[config.mk]
export PLATFORM = sky130hd
export DESIGN_NAME = pc_fetch_unit_flat
export DESIGN_NICKNAME = d
export VERILOG_FILES = /design/src/rtl/mips_pkg.sv /design/src/rtl/pc_fetch_unit_if.sv /design/src/rtl/pc_fetch_unit_npc_calc.sv /design/src/rtl/pc_fetch_unit.sv /design/src/flat_wrapper.sv
export SDC_FILE = /design/constraint.sdc
export NUM_CORES = 1
export LEC_CHECK = 0
export ABC_AREA = 0
export BUFFER_PORTS_ARGS = -buffer_cell sky130_fd_sc_hd__clkbuf_2
export CELL_PAD_IN_SITES_DETAIL_PLACEMENT = 1
export CELL_PAD_IN_SITES_GLOBAL_PLACEMENT = 2
export CORE_ASPECT_RATIO = 1.1
export CORE_MARGIN = 1
export CORE_UTILIZATION = 22
export CTS_BUF_LIST = sky130_fd_sc_hd__clkbuf_4 sky130_fd_sc_hd__clkbuf_8 sky130_fd_sc_hd__clkbuf_16
export DETAILED_ROUTE_END_ITERATION = 12
export PLACE_DENSITY = 0.86
export SYNTH_ARGS = -nofsm -noshare
export SYNTH_HDL_FRONTEND = slang
export SYNTH_SLANG_ARGS = --single-unit
[constraint.sdc]
create_clock -name clk -period 2.4 [get_ports clk]
set_clock_uncertainty 0.05 [all_clocks]
set_input_delay 0.12 -clock clk [delete_from_list [all_inputs] [get_ports clk]]
set_output_delay 0.12 -clock clk [all_outputs]
set_load 0.02 [all_outputs]
[src/rtl/mips_pkg.sv]
// Shared definitions for the MIPS31 fetch stage: next-PC select encodings,
// default reset/exception addresses and the fetch FSM state type.
package mips_pkg;

    localparam logic [1:0] NPC_SEQ = 2'b00;
    localparam logic [1:0] NPC_BR  = 2'b01;
    localparam logic [1:0] NPC_J   = 2'b10;
    localparam logic [1:0] NPC_JR  = 2'b11;

    localparam logic [31:0] DEF_RESET_PC   = 32'h0040_0000;
    localparam logic [31:0] DEF_EXC_VECTOR = 32'h0040_0004;

    typedef enum logic {
        FETCH = 1'b0,
        HOLD  = 1'b1
    } fetch_state_t;

    // Force a register-sourced target onto a word boundary.
    function automatic logic [31:0] word_align(input logic [31:0] addr);
        return {addr[31:2], 2'b00};
    endfunction

endpackage

[src/rtl/pc_fetch_unit_if.sv]
// Instruction-memory request/acknowledge bus between the fetch unit
// (master) and instruction memory (slave).
interface pc_fetch_unit_if;

    logic        imem_req;
    logic [31:0] imem_addr;
    logic        imem_ack;
    logic [31:0] imem_rdata;

    modport master (
        output imem_req,
        output imem_addr,
        input  imem_ack,
        input  imem_rdata
    );

    modport slave (
        input  imem_req,
        input  imem_addr,
        output imem_ack,
        output imem_rdata
    );

endinterface

[src/rtl/pc_fetch_unit_npc_calc.sv]
// Combinational next-PC selection: sequential, branch, jump or jr, plus a
// flag reporting a jr target that is not word aligned.
module npc_calc
    import mips_pkg::*;
(
    input  logic [1:0]  npc_sel_i,
    input  logic        br_taken_i,
    input  logic [15:0] imm16_i,
    input  logic [25:0] instr_index_i,
    input  logic [31:0] rs_val_i,
    input  logic [31:0] pc_plus4_i,
    output logic [31:0] npc_o,
    output logic        misalign_o
);

    logic signed [31:0] br_off;

    // Branch offset is the sign-extended word offset scaled to bytes.
    assign br_off = {{14{imm16_i[15]}}, imm16_i, 2'b00};

    // Select the next PC; arithmetic wraps modulo 2^32.
    always_comb begin
        npc_o      = pc_plus4_i;
        misalign_o = 1'b0;
        case (npc_sel_i)
            NPC_SEQ: npc_o = pc_plus4_i;
            NPC_BR:  npc_o = br_taken_i ? (pc_plus4_i + $unsigned(br_off)) : pc_plus4_i;
            NPC_J:   npc_o = {pc_plus4_i[31:28], instr_index_i, 2'b00};
            NPC_JR: begin
                npc_o      = word_align(rs_val_i);
                misalign_o = |rs_val_i[1:0];
            end
            default: npc_o = pc_plus4_i;
        endcase
    end

endmodule

[src/rtl/pc_fetch_unit.sv]
// Program counter and instruction-fetch sequencer. Requests the word at the
// current PC, holds it until the core retires it, then advances to the
// selected next PC. Exception and eret redirects override everything but reset.
module pc_fetch_unit
    import mips_pkg::*;
#(
    parameter logic [31:0] RESET_PC   = DEF_RESET_PC,
    parameter logic [31:0] EXC_VECTOR = DEF_EXC_VECTOR
) (
    input  logic                   clk,
    input  logic                   rst,
    output logic [31:0]            pc_out,
    input  logic [31:0]            pc_plus4,
    input  logic [1:0]             npc_sel,
    input  logic                   br_taken,
    input  logic [15:0]            imm16,
    input  logic [25:0]            instr_index,
    input  logic [31:0]            rs_val,
    input  logic                   exc_req,
    input  logic                   eret,
    input  logic [31:0]            epc,
    input  logic                   stall,
    pc_fetch_unit_if.master        imem,
    output logic [31:0]            instr,
    output logic                   instr_valid,
    output logic                   misalign
);

    fetch_state_t state_q;
    logic [31:0]  pc_q;
    logic [31:0]  instr_q;
    logic         instr_valid_q;
    logic         misalign_q;
    logic [31:0]  npc_d;
    logic         npc_misalign_d;

    npc_calc u_npc_calc (
        .npc_sel_i     (npc_sel),
        .br_taken_i    (br_taken),
        .imm16_i       (imm16),
        .instr_index_i (instr_index),
        .rs_val_i      (rs_val),
        .pc_plus4_i    (pc_plus4),
        .npc_o         (npc_d),
        .misalign_o    (npc_misalign_d)
    );

    // Fetch FSM: redirects first, then fetch/hold sequencing.
    always_ff @(posedge clk) begin
        if (rst) begin
            state_q       <= FETCH;
            pc_q          <= RESET_PC;
            instr_q       <= 32'h0;
            instr_valid_q <= 1'b0;
            misalign_q    <= 1'b0;
        end else begin
            misalign_q <= 1'b0;
            if (exc_req) begin
                // Any ack arriving alongside the redirect is dropped.
                pc_q          <= EXC_VECTOR;
                instr_valid_q <= 1'b0;
                state_q       <= FETCH;
            end else if (eret) begin
                pc_q          <= word_align(epc);
                misalign_q    <= |epc[1:0];
                instr_valid_q <= 1'b0;
                state_q       <= FETCH;
            end else begin
                case (state_q)
                    FETCH: begin
                        if (imem.imem_ack) begin
                            instr_q       <= imem.imem_rdata;
                            instr_valid_q <= 1'b1;
                            state_q       <= HOLD;
                        end
                    end
                    HOLD: begin
                        // Acks while holding are ignored; only retire moves on.
                        if (!stall) begin
                            pc_q          <= npc_d;
                            misalign_q    <= npc_misalign_d;
                            instr_valid_q <= 1'b0;
                            state_q       <= FETCH;
                        end
                    end
                    default: state_q <= FETCH;
                endcase
            end
        end
    end

    assign pc_out         = pc_q;
    assign imem.imem_req  = (state_q == FETCH);
    assign imem.imem_addr = pc_q;
    assign instr          = instr_q;
    assign instr_valid    = instr_valid_q;
    assign misalign       = misalign_q;

endmodule

[src/flat_wrapper.sv]
// flat-port wrapper written by rule: the top's interface ports become plain ports
module pc_fetch_unit_flat import mips_pkg::*;
#(
    parameter logic [31:0] RESET_PC   = DEF_RESET_PC,
    parameter logic [31:0] EXC_VECTOR = DEF_EXC_VECTOR
)
  (clk, rst, pc_out, pc_plus4, npc_sel, br_taken, imm16, instr_index, rs_val, exc_req, eret, epc, stall, instr, instr_valid, misalign, imem_imem_req, imem_imem_addr, imem_imem_ack, imem_imem_rdata);
  pc_fetch_unit_if imem_i ();
  input  logic clk;
  input  logic rst;
  output logic [31:0] pc_out;
  input  logic [31:0] pc_plus4;
  input  logic [1:0] npc_sel;
  input  logic br_taken;
  input  logic [15:0] imm16;
  input  logic [25:0] instr_index;
  input  logic [31:0] rs_val;
  input  logic exc_req;
  input  logic eret;
  input  logic [31:0] epc;
  input  logic stall;
  output logic [31:0] instr;
  output logic instr_valid;
  output logic misalign;
  output wire logic [$bits(imem_i.imem_req)-1:0] imem_imem_req;
  output wire logic [$bits(imem_i.imem_addr)-1:0] imem_imem_addr;
  input wire logic [$bits(imem_i.imem_ack)-1:0] imem_imem_ack;
  input wire logic [$bits(imem_i.imem_rdata)-1:0] imem_imem_rdata;
  assign imem_imem_req = imem_i.imem_req;
  assign imem_imem_addr = imem_i.imem_addr;
  assign imem_i.imem_ack = imem_imem_ack;
  assign imem_i.imem_rdata = imem_imem_rdata;
  pc_fetch_unit #(.RESET_PC(RESET_PC), .EXC_VECTOR(EXC_VECTOR)) u_core (.clk(clk), .rst(rst), .pc_out(pc_out), .pc_plus4(pc_plus4), .npc_sel(npc_sel), .br_taken(br_taken), .imm16(imm16), .instr_index(instr_index), .rs_val(rs_val), .exc_req(exc_req), .eret(eret), .epc(epc), .stall(stall), .imem(imem_i), .instr(instr), .instr_valid(instr_valid), .misalign(misalign));
endmodule
After elaboration in Yosys (flattened, before gate mapping):

Index checks and enable logic that the tools add are counted.

* bits in registers: 67
* input bits: 179
* output and inout port bits: 99
* word-level logic and storage cells: 47

* $add $sub $neg: 1
* equal/unequal tests: 7
* muxes and demuxes: 16
* bitwise logic cells: 4
* reduce and logical (&&, ||, !) cells: 12

Operators with widths (count)
* $mux 32: 4
* $pmux 32 s4: 1
* $add 32x32->32: 1
* $mux 1: 8
* $reduce_and 2->1: 4
* $reduce_or 2->1: 3
* $eq 2x2->1 const B: 2
* $ne 2x2->1 const B: 2
* $not 1->1: 4
* $pmux 1 s2: 2
* $reduce_and 4->1: 1
* $mux 3: 1
* $ne 3x3->1 const B: 1
* $reduce_bool 3->1: 1
* $reduce_or 3->1: 1
* $eq 2x1->1 const B: 1
* $logic_not 2->1: 1
* $ne 2x1->1 const B: 1
* $reduce_bool 2->1: 1

Depth between registers and ports, before layout:

* word-level depth: 7
* mapped depth: 11
* mapped depth without buffers: 11

Hierarchy:

From an unflattened synthesis, not the netlist that was laid out.

* cell total of the unflattened synthesis: 759
* area total of the unflattened synthesis: 5557.8 µm²

By module, submodules not included
* pc_fetch_unit: times used 1, cells an instance 362, area each 2911.5 µm², sequential area each 1341.3 µm²
* npc_calc: times used 1, cells an instance 397, area each 2646.3 µm², sequential area each 0.0 µm²

Worst setup path before layout:

OpenSTA, ideal clock, no wires.

* kind: input -> register
* start: input port pc_plus4[2]
* end: register u_core.pc_q[26], in the netlist u_core.imem.imem_addr[26]
* setup time: 79 ps
* arrival time: 2214 ps
* data required time: 2271 ps
* setup slack: 57 ps
* stages on the path: 11
* buffers on the path: 0
* path through: ha_1 > inv_1 > fa_1 > nor2b_1 > o21a_1 > o21a_1 > o211ai_2 > and3b_4 > or4_1 > a31o_1 > a211oi_2

* cells in the longest elaborated chain, start to end: 6

RTL lines
* start: declaration: line flat_wrapper.sv:12 `input logic [31:0] pc_plus4;`
* $add 32x32->32: line pc_fetch_unit_npc_calc.sv:27 `NPC_BR: npc_o = br_taken_i ? (pc_plus4_i + $unsigned(br_off)) : pc_plus4_i;`
* $mux 32: line pc_fetch_unit_npc_calc.sv:27
* $pmux 32 s4: line pc_fetch_unit_npc_calc.sv:25 `case (npc_sel_i)`
* $mux 32: line pc_fetch_unit.sv:79 `if (!stall) begin`
* $mux 32: line pc_fetch_unit.sv:69 `case (state_q)`
* $mux 32: line pc_fetch_unit.sv:63 `end else if (eret) begin`
* end signal: assignment: line pc_fetch_unit.sv:64 `pc_q <= word_align(epc);`
* end signal: assignment: line pc_fetch_unit.sv:80 `pc_q <= npc_d;`
* end: declaration: line pc_fetch_unit.sv:30 `logic [31:0] pc_q;`

Every way passes these cells. The select of a mux whose other input is x is not followed.
A chain may end at the register's enable or synchronous reset.

Final worst setup path:

Same ends and word-level chain as after synthesis.

==> metrics.md <==
| Metric | Value |
|---|---|
| Status | complete, no violations |
| Yosys warnings | 0 |
| Reg2reg end | u_core.imem.imem_addr[13] |
| Starting Density | a little under a quarter |
| Die area | 0.02586 sq mm |
| Post-route ant nets | 0 |
| Port bufs | 277 |
| Starting DRT DRC Count | 402 |
| DR pass1 iterations | 4 |
| Power Dens Cells | between 400 and 500 mW/mm^2 |
| Syn-to-layout area delta | 49.84% |
| Gr usage total | about 21% |
| Num rows | 60 |
| Clk Latency, worst-skew pair | between 0.3 and 0.4 ns |
| Layout cell share with drive strength beyond 1 | 36.36% |
| Worst slew margin | between 50% and 60% |
| Worst-Margin Slew | between 0.6 and 0.7 ns |
| Clock buffer count from CTS | 9 |
| Global route overflow | 0 |
| Reg2reg start | u_core.state_q |
| Hold Startpoint | epc[13] |
| Total negative slack | 0 ns |
| Final setup fails | 0 |
| Die Y | between 150 and 200 um |
| Clk buf depth | 2 |
| Max_cap viols | 0 |
| Max frequency | ~440 MHz |
| Hold Crit Class | in2reg |
| Sequential-to-total area share from yosys stat | between 20% and 30% |
| Clk pin slew, worst setup/hold paths | ~0.07 ns |
| Worst Path Required | approximately 2.6 ns |
| Die width | approximately 150 um |
| Worst setup path class | in2reg |
| Post-place instance area | 0.007609 sq mm |
| Crit. End Element | flop |
| Sink Count | between 60 and 70 |
| Total Wirelength | 27.15 mm |
| Vias in the first global route | between 7,000 and 8,000 |
| Cells after Synth | between 700 and 800 |
| Critical path data arrival time | around 2.5 ns |
| Final period util | between 90% and 100% |
| Final min period | 2.251 ns |
| Post-synth EDFFs | 0 |
| Top FF cell, synth | dfxtp_1 |
| # DRC | 0 |
| Routability cong. | 0.8889 |
| Post-CTS setup buffers | 0 |
| Num ports | between 200 and 300 |
| Via density | 4.898 |
| Hold Crit Depth | 3 |
| Max VDD drop | about 0.31 mV |
| Initial antenna violation count | 1 |
| Wire length of the first global-routing pass | 41.00 mm |
| Synthesized Nets | between 900 and 1,000 |
| Hold_ws | ~0.014 ns |
| Final hold vios | 0 |
| Wire per inst | 18.89 um |
| Detail Placement HPWL | ~22 mm |
| Worst-path fanout max | 3 |
| R2r setup slk | between 0.6 and 0.7 ns |
| Flops & latches, synth | 67 |
| CTS root buf | clkbuf_16 |
| H-tree depth | 3 |
| Nets@finish | 1,329 |
| Worst R2R Path Depth | 7 |
| Hold EP | u_core.imem.imem_addr[13] |
| Synth cell types | 64 |
| Max-slew violation count | 0 |
| Mapped cell area | between 0.005 and 0.006 sq mm |
| Vias | 7,039 |
| Leakage | ~3.9 nW |
| CTS tree | done |
| Pin count of the biggest net entering global routing | 60 |
| Core area | between 0.02 and 0.025 sq mm |
| Setup crit start kind | input port |
| Synth Area per Inst | between 7 and 8 sq um |
| Design area | just over 0.008 sq mm |
| RSZ-0062 raised after global routing | no |
| Ys async rst share | 0% |
critical path, stage by stage:
cell and delay [ns]:
clkbuf_2 0.09, ha_1 0.17, inv_1 0.06, fa_1 0.40, nor2b_2 0.15, o21a_1 0.16
o21a_1 0.17, o211ai_2 0.13, and3b_4 0.19, or4_1 0.39, a31o_1 0.23, a211oi_2 0.20
layout by cell type (no fill, tap or decap), drive strengths merged, types with 3 or more instances in the layout:
| cell | count |
|---|---|
| or3 | 4 |
| clkbuf | 287 |
| xnor2 | 10 |
| nand3b | 5 |
| clkinvlp | 3 |
| ha | 29 |
| mux2 | 3 |
| a31oi | 5 |
| mux2i | 30 |
| and3 | 9 |
| dlygate4sd3 | 40 |
| a2111oi | 3 |
| nor2b | 5 |
| nand4 | 9 |
| a221oi | 9 |
| a21oi | 118 |
| nor3 | 20 |
| o21bai | 5 |
| a21boi | 3 |
| nand2b | 5 |
| a211oi | 11 |
| o22ai | 11 |
| dfxtp | 67 |
| nand3 | 16 |
| a21o | 10 |
| inv | 18 |
| nor2 | 68 |
| a311oi | 3 |
| o21ai | 54 |
| xor2 | 8 |
| o211ai | 14 |
| buf | 99 |
| nand2 | 109 |
| o31ai | 6 |
power by group:
group	switching, W	internal (W)	total, W
clock network	0.000583	0.000738	0.00132
logic	0.000744	0.000617	0.00136
registers	0.0000317	0.00115	0.00118
per-layer routing:
| metal | vias to the layer above | global-route usage, % | routed length (um) |
|---|---|---|---|
| li1 | 3468 | - | - |
| met1 | 3316 | 24.30 | 11460 |
| met2 | 217 | 37.05 | 13480 |
| met3 | 38 | 3.763 | 1479 |
| met4 | 0 | 8.174 | 733 |
| met5 | - | 0 | 0 |
area by class of cell:
type,count,area [sq um]
tap,310,387.9
fill,3095,16310
inverter,17,63.81
timing repair buffer,416,2555
antenna,2,5.005
sequential,67,1341
multi-input combinational,609,3672
clock buffer,10,239.0
clock inverter,6,48.80
synth_stat cells (2+ instances only):
cell	n	area [sq um]
a2111oi_0	2	17.52
a211oi_1	10	75.07
a21boi_0	3	22.52
a21o_1	10	75.07
a21oi_1	118	590.6
a221oi_1	9	78.83
a22oi_1	2	15.01
a311oi_1	3	26.28
a31oi_1	5	31.28
a41oi_1	2	17.52
and2_1	2	12.51
and3_1	9	56.30
buf_2	2	10.01
buf_4	37	277.8
buf_6	5	56.30
clkbuf_1	34	127.6
dfxtp_1	67	1341
ha_1	29	362.9
inv_1	15	56.30
mux2_2	3	33.78
mux2i_1	30	300.3
nand2_1	109	409.1
nand2b_1	5	31.28
nand3_1	16	80.08
nand3b_1	5	37.54
nand4_1	9	56.30
nor2_1	68	255.2
nor2b_1	5	31.28
nor3_1	20	100.1
nor3b_1	2	15.01
nor4_1	2	12.51
o211ai_1	13	97.59
o21a_1	2	15.01
o21ai_0	51	255.2
o21ai_1	3	15.01
o21bai_1	4	30.03
o22ai_1	11	68.82
o31ai_1	6	45.04
o41ai_1	2	17.52
or3_1	4	25.02
xnor2_1	10	87.58
xor2_1	8	70.07
flip-flops by register name, indices dropped and copies added (netlist names):
| name | count |
|---|---|
| u_core.state_q | 1 |
| u_core.instr_valid | 1 |
| u_core.imem.imem_addr | 32 |
| u_core.instr | 32 |
| u_core.misalign | 1 |
logic make-up after synthesis:
family	synth area share, %
AOI/OAI and AO/OA	29.18
xor gates and xnor gates	2.842
buffers and inverters	10.01
DFF	24.18
and+or+nand+nor	20.86
muxes	6.022
adders and majority gates	6.901
through the flow:
stage          cells  power, W  util [%]  worst slack [ns]
2_1_floorplan    774  0.001928         -           0.05702
3_3_place_gp    1379  0.002491     30.90           -0.1862
3_5_place_dp    1379  0.002504     30.90           -0.2052
4_1_cts         1435  0.003902     33.69            0.1353
5_1_grt         1435  0.004083     33.74          0.004963
6_report        1437  0.003865     33.76            0.1485
what timing repair did:
action | in CTS | in global routing
hold buffers | 40 | 0
setup endpoints to repair | 0 | 2
resized for setup | 0 | 3
endpoints found under the hold margin | 40 | 0
worst max-delay path by stage:
stage	startpoint	slack (ns)	end	depth (start not counted)
6_report	pc_plus4[2]	0.15	u_core.imem.imem_addr[26]	12
5_1_grt	pc_plus4[2]	0.005	u_core.imem.imem_addr[26]	12
4_1_cts	pc_plus4[2]	0.14	u_core.imem.imem_addr[26]	12
3_5_place_dp	pc_plus4[2]	-0.21	u_core.imem.imem_addr[26]	12
3_3_place_gp	pc_plus4[2]	-0.19	u_core.imem.imem_addr[26]	12
2_1_floorplan	pc_plus4[2]	0.06	u_core.imem.imem_addr[26]	11
(Power assumes the default switching activity.)
